## src/rtl/ct_clk_lpmd_pkg.sv

```systemverilog
// Shared types and defaults for the core low-power-mode clock sequencer.
package ct_clk_lpmd_pkg;

    localparam int LPMD_CNT_W    = 4;
    localparam int LPMD_OFF_DLY  = 4;
    localparam int LPMD_WAKE_DLY = 8;

    typedef enum logic [2:0] {
        ST_RUN      = 3'd0,
        ST_DRAIN    = 3'd1,
        ST_GATE_DLY = 3'd2,
        ST_SLEEP    = 3'd3,
        ST_SNOOP    = 3'd4,
        ST_WAKE     = 3'd5
    } lpmd_state_e;

endpackage

```

## src/rtl/ct_clk_lpmd_cnt.sv

```systemverilog
// Loadable down-counter shared by the gate-off delay and wake-up settling.
// Stops at zero rather than wrapping.
module ct_clk_lpmd_cnt
    import ct_clk_lpmd_pkg::*;
#(
    parameter int CNT_W = LPMD_CNT_W
) (
    input  logic             forever_coreclk,
    input  logic             cpurst_b,
    input  logic             load,
    input  logic [CNT_W-1:0] load_val,
    input  logic             dec,
    output logic             zero
);

    logic [CNT_W-1:0] cnt_q;

    // Load has priority over decrement; decrement only while nonzero.
    always_ff @(posedge forever_coreclk or negedge cpurst_b) begin
        if (!cpurst_b) begin
            cnt_q <= '0;
        end else if (load) begin
            cnt_q <= load_val;
        end else if (dec && (cnt_q != '0)) begin
            cnt_q <= cnt_q - CNT_W'(1);
        end
    end

    assign zero = (cnt_q == '0);

endmodule

```

## src/rtl/ct_clk_lpmd_ctrl.sv

```systemverilog
// Low-power-mode sequencer feeding the core global ICG enable.
//
// state    | meaning
// ---------+-----------------------------------------------------------
// RUN      | clock on, core running
// DRAIN    | WFI retired, waiting for the bus to go idle
// GATE_DLY | bus idle, counting down before the clock is gated
// SLEEP    | clock gated, lpmd_ack asserted
// SNOOP    | clock on to service a snoop while still asleep
// WAKE     | clock on, settling before lpmd_wakeup_done is pulsed
module ct_clk_lpmd_ctrl
    import ct_clk_lpmd_pkg::*;
#(
    parameter int OFF_DLY  = LPMD_OFF_DLY,
    parameter int WAKE_DLY = LPMD_WAKE_DLY,
    parameter int CNT_W    = LPMD_CNT_W
) (
    input  logic       forever_coreclk,
    input  logic       cpurst_b,
    input  logic       rtu_lpmd_req,
    input  logic       biu_bus_idle,
    input  logic       int_wakeup,
    input  logic       dbg_wakeup,
    input  logic       snoop_req,
    input  logic       snoop_done,
    output logic       clk_lpmd_normal_work,
    output logic       clk_lpmd_snoop_vld,
    output logic       lpmd_ack,
    output logic       lpmd_wakeup_done,
    output logic [2:0] lpmd_state
);

    localparam logic [CNT_W-1:0] OFF_LD  = CNT_W'(OFF_DLY - 1);
    localparam logic [CNT_W-1:0] WAKE_LD = CNT_W'(WAKE_DLY - 1);

    lpmd_state_e      state_q, state_d;
    logic             wake;
    logic             wake_pend_q, wake_pend_d;
    logic             req_seen_q, req_seen_d;
    logic             done_d;
    logic             cnt_load, cnt_dec, cnt_zero;
    logic [CNT_W-1:0] cnt_val;

    assign wake = int_wakeup | dbg_wakeup;

    ct_clk_lpmd_cnt #(
        .CNT_W (CNT_W)
    ) u_cnt (
        .forever_coreclk (forever_coreclk),
        .cpurst_b        (cpurst_b),
        .load            (cnt_load),
        .load_val        (cnt_val),
        .dec             (cnt_dec),
        .zero            (cnt_zero)
    );

    // Next-state decode, counter control and sticky wake/request tracking.
    always_comb begin
        state_d     = state_q;
        wake_pend_d = 1'b0;
        done_d      = 1'b0;
        cnt_load    = 1'b0;
        cnt_dec     = 1'b0;
        cnt_val     = WAKE_LD;
        case (state_q)
            ST_RUN: begin
                if (rtu_lpmd_req && !wake && !req_seen_q) state_d = ST_DRAIN;
            end
            ST_DRAIN: begin
                if (wake || !rtu_lpmd_req) begin
                    state_d = ST_WAKE;
                end else if (biu_bus_idle) begin
                    state_d  = ST_GATE_DLY;
                    cnt_load = 1'b1;
                    cnt_val  = OFF_LD;
                end
            end
            ST_GATE_DLY: begin
                cnt_dec = 1'b1;
                if (wake || !rtu_lpmd_req) state_d = ST_WAKE;
                else if (!biu_bus_idle)    state_d = ST_DRAIN;
                else if (cnt_zero)         state_d = ST_SLEEP;
            end
            ST_SLEEP: begin
                if (wake)           state_d = ST_WAKE;
                else if (snoop_req) state_d = ST_SNOOP;
            end
            ST_SNOOP: begin
                // A wake arriving mid-snoop is parked until the snoop completes.
                if (snoop_done) state_d = (wake || wake_pend_q) ? ST_WAKE : ST_SLEEP;
                else            wake_pend_d = wake_pend_q | wake;
            end
            ST_WAKE: begin
                cnt_dec = 1'b1;
                if (cnt_zero) begin
                    state_d = ST_RUN;
                    done_d  = 1'b1;
                end
            end
            default: state_d = ST_RUN;
        endcase

        if ((state_d == ST_WAKE) && (state_q != ST_WAKE)) begin
            cnt_load = 1'b1;
            cnt_val  = WAKE_LD;
        end

        // A request still held after wake-up must drop once before it counts again.
        if (!rtu_lpmd_req)                                  req_seen_d = 1'b0;
        else if ((state_q == ST_RUN) && (state_d == ST_DRAIN)) req_seen_d = 1'b1;
        else                                                req_seen_d = req_seen_q;
    end

    // State and outputs registered from the next-state decode so the ICG enable is glitch-free.
    always_ff @(posedge forever_coreclk or negedge cpurst_b) begin
        if (!cpurst_b) begin
            state_q              <= ST_RUN;
            wake_pend_q          <= 1'b0;
            req_seen_q           <= 1'b0;
            clk_lpmd_normal_work <= 1'b1;
            clk_lpmd_snoop_vld   <= 1'b0;
            lpmd_ack             <= 1'b0;
            lpmd_wakeup_done     <= 1'b0;
        end else begin
            state_q              <= state_d;
            wake_pend_q          <= wake_pend_d;
            req_seen_q           <= req_seen_d;
            clk_lpmd_normal_work <= (state_d != ST_SLEEP);
            clk_lpmd_snoop_vld   <= (state_d == ST_SNOOP);
            lpmd_ack             <= (state_d == ST_SLEEP) || (state_d == ST_SNOOP);
            lpmd_wakeup_done     <= done_d;
        end
    end

    assign lpmd_state = state_q;

endmodule

```

## config.mk

```make
export PLATFORM = sky130hd
export DESIGN_NAME = ct_clk_lpmd_ctrl
export DESIGN_NICKNAME = d
export VERILOG_FILES = /design/src/rtl/ct_clk_lpmd_pkg.sv /design/src/rtl/ct_clk_lpmd_cnt.sv /design/src/rtl/ct_clk_lpmd_ctrl.sv
export SDC_FILE = /design/constraint.sdc
export NUM_CORES = 1
export LEC_CHECK = 0
export CORE_MARGIN = 2
export CORE_UTILIZATION = 53
export CTS_CLUSTER_SIZE = 24
export DETAILED_ROUTE_END_ITERATION = 10
export PLACE_DENSITY = 0.84
export SYNTH_ARGS = -nofsm -noshare
export SYNTH_HDL_FRONTEND = slang
export SYNTH_SLANG_ARGS = --single-unit
export TNS_END_PERCENT = 20
```

## constraint.sdc

```tcl
create_clock -name forever_coreclk -period 7.6 [get_ports forever_coreclk]
set_clock_uncertainty 0.15 [all_clocks]
set_input_delay 2.28 -clock forever_coreclk [delete_from_list [all_inputs] [get_ports forever_coreclk]]
set_output_delay 2.28 -clock forever_coreclk [all_outputs]
set_load 0.005 [all_outputs]
```

==> run summary <==
Relative slew margins: 0.624
DR WL/cell: 13.6 um
Starting DRT DRC Count: 22
outcome: complete, no violations
maximum number of pins on one net before global-route repair: 14
leakage power of the design: 0.384 nW
Final Hold Viols: 0
flip-flop and latch count after synthesis: 13
RD Place Congestion: 0.864
area leader, netlist: sky130_fd_sc_hd__dfrtp_1
crit path launch type: input port
portion of total power attributed to the clock network: 0.124
terminating pin of the worst hold path: u_cnt.cnt_q[0]$_DFFE_PN0P_
worst slew pin tran: 0.563 ns
Fillers: 99
class of the worst hold path: reg2reg
maximum count of clock buffers along a single path: 2
final HPWL from detailed placement: 1.06 mm
Yosys warning total: 0
setup slack, reg-to-reg: 5.02 ns
layout cells sized above 1: 0.167
total congestion overflow: 0
overall die height: 42.2 um
origin of the worst min-delay path: u_cnt.cnt_q[0]$_DFFE_PN0P_
Total Die Area: 1780 um2
worst-case reg-to-reg path depth: 7
port bufs: 14
vias in the first global route: 532
cell count after synthesis: 76
first-pass GRT wire length: 2.30 mm
DRC violation count after routing: 0
most numerous cell in the Yosys netlist: sky130_fd_sc_hd__dfrtp_1
Post-synth EDFFs: 0
nets@finish: 100
Flop pwr share: 0.344
Comb power frac: 0.532
CTS root buf: sky130_fd_sc_hd__clkbuf_4
FF-to-FF End: lpmd_ack$_DFF_PN0_
data required time of the worst path: 7.62 ns
Final Cycle Share: 0.584
Sw Share: 0.365
clock tree from TritonCTS: done
Pint: 0.220 mW
final wirelength: 1.43 mm
number of clock buffers inserted by TritonCTS: 3
postcts setup bufs: 0
antenna viol nets, final: 0
antenna diode count: 0
share of the synthesized area in the top cell type: 0.388
Synthesized Nets: 85
ys async rst share: 1.00
timing-limited maximum frequency: 0.225 GHz
total power density per cell area: 373 nW/um2
cell area after synthesis: 773 um2
Area contributors post-synth: sky130_fd_sc_hd__dfrtp_1 39%, sky130_fd_sc_hd__dfstp_2 3.4%, sky130_fd_sc_hd__xnor2_1 3.4%
number of hold buffers added after CTS: 0
Max stage delay cell, worst path: sky130_fd_sc_hd__or4b_4
combined global-route utilization of all metal layers: 0.170
DR vias: 624
signal arrival time at the worst endpoint: 4.46 ns
post-route setup TNS: 0 ns
setup violation total in the final timing report: 0
overall power of the completed layout: 0.347 mW
core area: 1330 um2
post-cts gate resize count: 0
sinks on the clock net: 13
Slowest Stage Delay on Critical Path: 0.52 ns
max capacitance violation total: 0
CTS H-Tree Depth: 1
launching point of the worst reg2reg path: u_cnt.cnt_q[0]$_DFFE_PN0P_
Std-Cell Rows: 13
top-level port count: 15
starting density of the core: 0.580
via count normalized by instance count: 5.94
average cell area after synthesis: 10.2 um2
chain of cells forming the critical path: clkdlybuf4s50_1 > nor3b_1 > a31oi_1 > or4b_4 > a21o_4 > mux2_4
Worst Setup End Kind: flop
Net Switching: 0.127 mW
Worst-Skew Late Latency: 0.27 ns
distinct cell type count after synthesis: 39
unrepaired setup endpoints after global routing: false
kind of critical path: in2reg
top cells by instance count after synthesis: 12 x sky130_fd_sc_hd__dfrtp_1, 5 x sky130_fd_sc_hd__nand2_1, 4 x sky130_fd_sc_hd__a21oi_1, 4 x sky130_fd_sc_hd__inv_1, 4 x sky130_fd_sc_hd__nor3_1
IR drop worst, VDD: 219 uV
Post-synth top flop: sky130_fd_sc_hd__dfrtp_1
WHS Path Cells: 2
post-route minimum period: 4.44 ns
clock transition at the registers of the reported paths: 0.08 ns
area added between synthesis and finish: 20.6%
top fanout value on the critical path: 5
horizontal die dimension: 42.2 um
number of iterations in the first detailed-routing pass: 4
max-slew violations: 0
initial antenna violation count: 0
part of the Yosys area used for sequential elements: 0.422
hold slack: 0.380 ns
[cells by family after synthesis]
family	count (synthesis)	share of synthesized area
AO/OA/AOI/OAI	18	0.172
XOR/XNOR	3	0.0340
AND/OR/NAND/NOR	32	0.283
buffers and inverters	8	0.0534
flip-flops	13	0.422
multiplexers	1	0.0194
adder cells (fa/ha/maj)	1	0.0162
[power by group through the flow]
stage / clock network, mW / logic [mW] / registers [mW]
3_3_place_gp: 0 / 0.181 / 0.121
4_1_cts: 0.0434 / 0.185 / 0.119
3_5_place_dp: 0 / 0.183 / 0.121
6_report: 0.0430 / 0.185 / 0.120
5_1_grt: 0.0464 / 0.202 / 0.124
2_1_floorplan: 0 / 0.155 / 0.108
[layout by cell type (no fill, tap or decap), types with 2 or more instances in the layout]
master / n
sky130_fd_sc_hd__clkdlybuf4s50_1: 14
sky130_fd_sc_hd__dfrtp_1: 12
sky130_fd_sc_hd__nand2_1: 5
sky130_fd_sc_hd__nor3_1: 4
sky130_fd_sc_hd__inv_1: 4
sky130_fd_sc_hd__a21oi_1: 4
sky130_fd_sc_hd__xnor2_1: 3
sky130_fd_sc_hd__nor2_1: 3
sky130_fd_sc_hd__clkbuf_4: 3
sky130_fd_sc_hd__nand3b_1: 2
sky130_fd_sc_hd__o22ai_1: 2
sky130_fd_sc_hd__or3b_2: 2
sky130_fd_sc_hd__nand2b_1: 2
sky130_fd_sc_hd__a31oi_1: 2
sky130_fd_sc_hd__a21boi_0: 2
sky130_fd_sc_hd__and2_1: 2
[sequential cells by signal, summed over array words and instances (netlist names)]
name	count
wake_pend_q	1
clk_lpmd_normal_work	1
lpmd_wakeup_done	1
req_seen_q	1
clk_lpmd_snoop_vld	1
lpmd_ack	1
u_cnt.cnt_q	4
lpmd_state	3
[layer usage]
metal  part of all wire  global-route usage  vias up
li1                   -                   -      306
met1               0.49               0.228      298
met2               0.47               0.255       16
met3              0.031              0.0388        4
met4              0.016              0.0875        0
met5                  0                   0        -
[worst max-delay path, delay by kind of cell]
kind	cells	cell delay (ns)
simple gates	2	1.02
buf+inv	1	0.47
compound gates	2	0.39
mux	1	0.29
[worst max path at each step]
| stage | from | endpoint | cells past startpoint |
|---|---|---|---|
| 3_5_place_dp | dbg_wakeup | lpmd_ack$_DFF_PN0_ | 6 |
| 4_1_cts | dbg_wakeup | lpmd_ack$_DFF_PN0_ | 6 |
| 3_3_place_gp | dbg_wakeup | lpmd_ack$_DFF_PN0_ | 6 |
| 5_1_grt | dbg_wakeup | u_cnt.cnt_q[1]$_DFFE_PN0P_ | 6 |
| 6_report | dbg_wakeup | lpmd_ack$_DFF_PN0_ | 6 |
| 2_1_floorplan | dbg_wakeup | lpmd_ack$_DFF_PN0_ | 5 |
[stage by stage]
step,setup slack [ns],instance area (um2),cells,util
2_1_floorplan,3.58,773,76,-
3_3_place_gp,2.97,906,101,0.679
3_5_place_dp,2.88,906,101,0.679
4_1_cts,3.18,932,105,0.699
5_1_grt,3.01,932,105,0.699
6_report,3.16,932,105,0.699
[layout make-up]
| class | instances | area [um2] | share of cell area |
|---|---|---|---|
| Clock buffer | 4 | 26.3 | 0.0282 |
| Multi-Input combinational cell | 55 | 405 | 0.435 |
| Timing Repair Buffer | 14 | 140 | 0.150 |
| Inverter | 4 | 15.0 | 0.0161 |
| Tap cell | 15 | 18.8 | 0.0201 |
| Sequential cell | 13 | 327 | 0.350 |
Power figures use the tool's default switching activity.
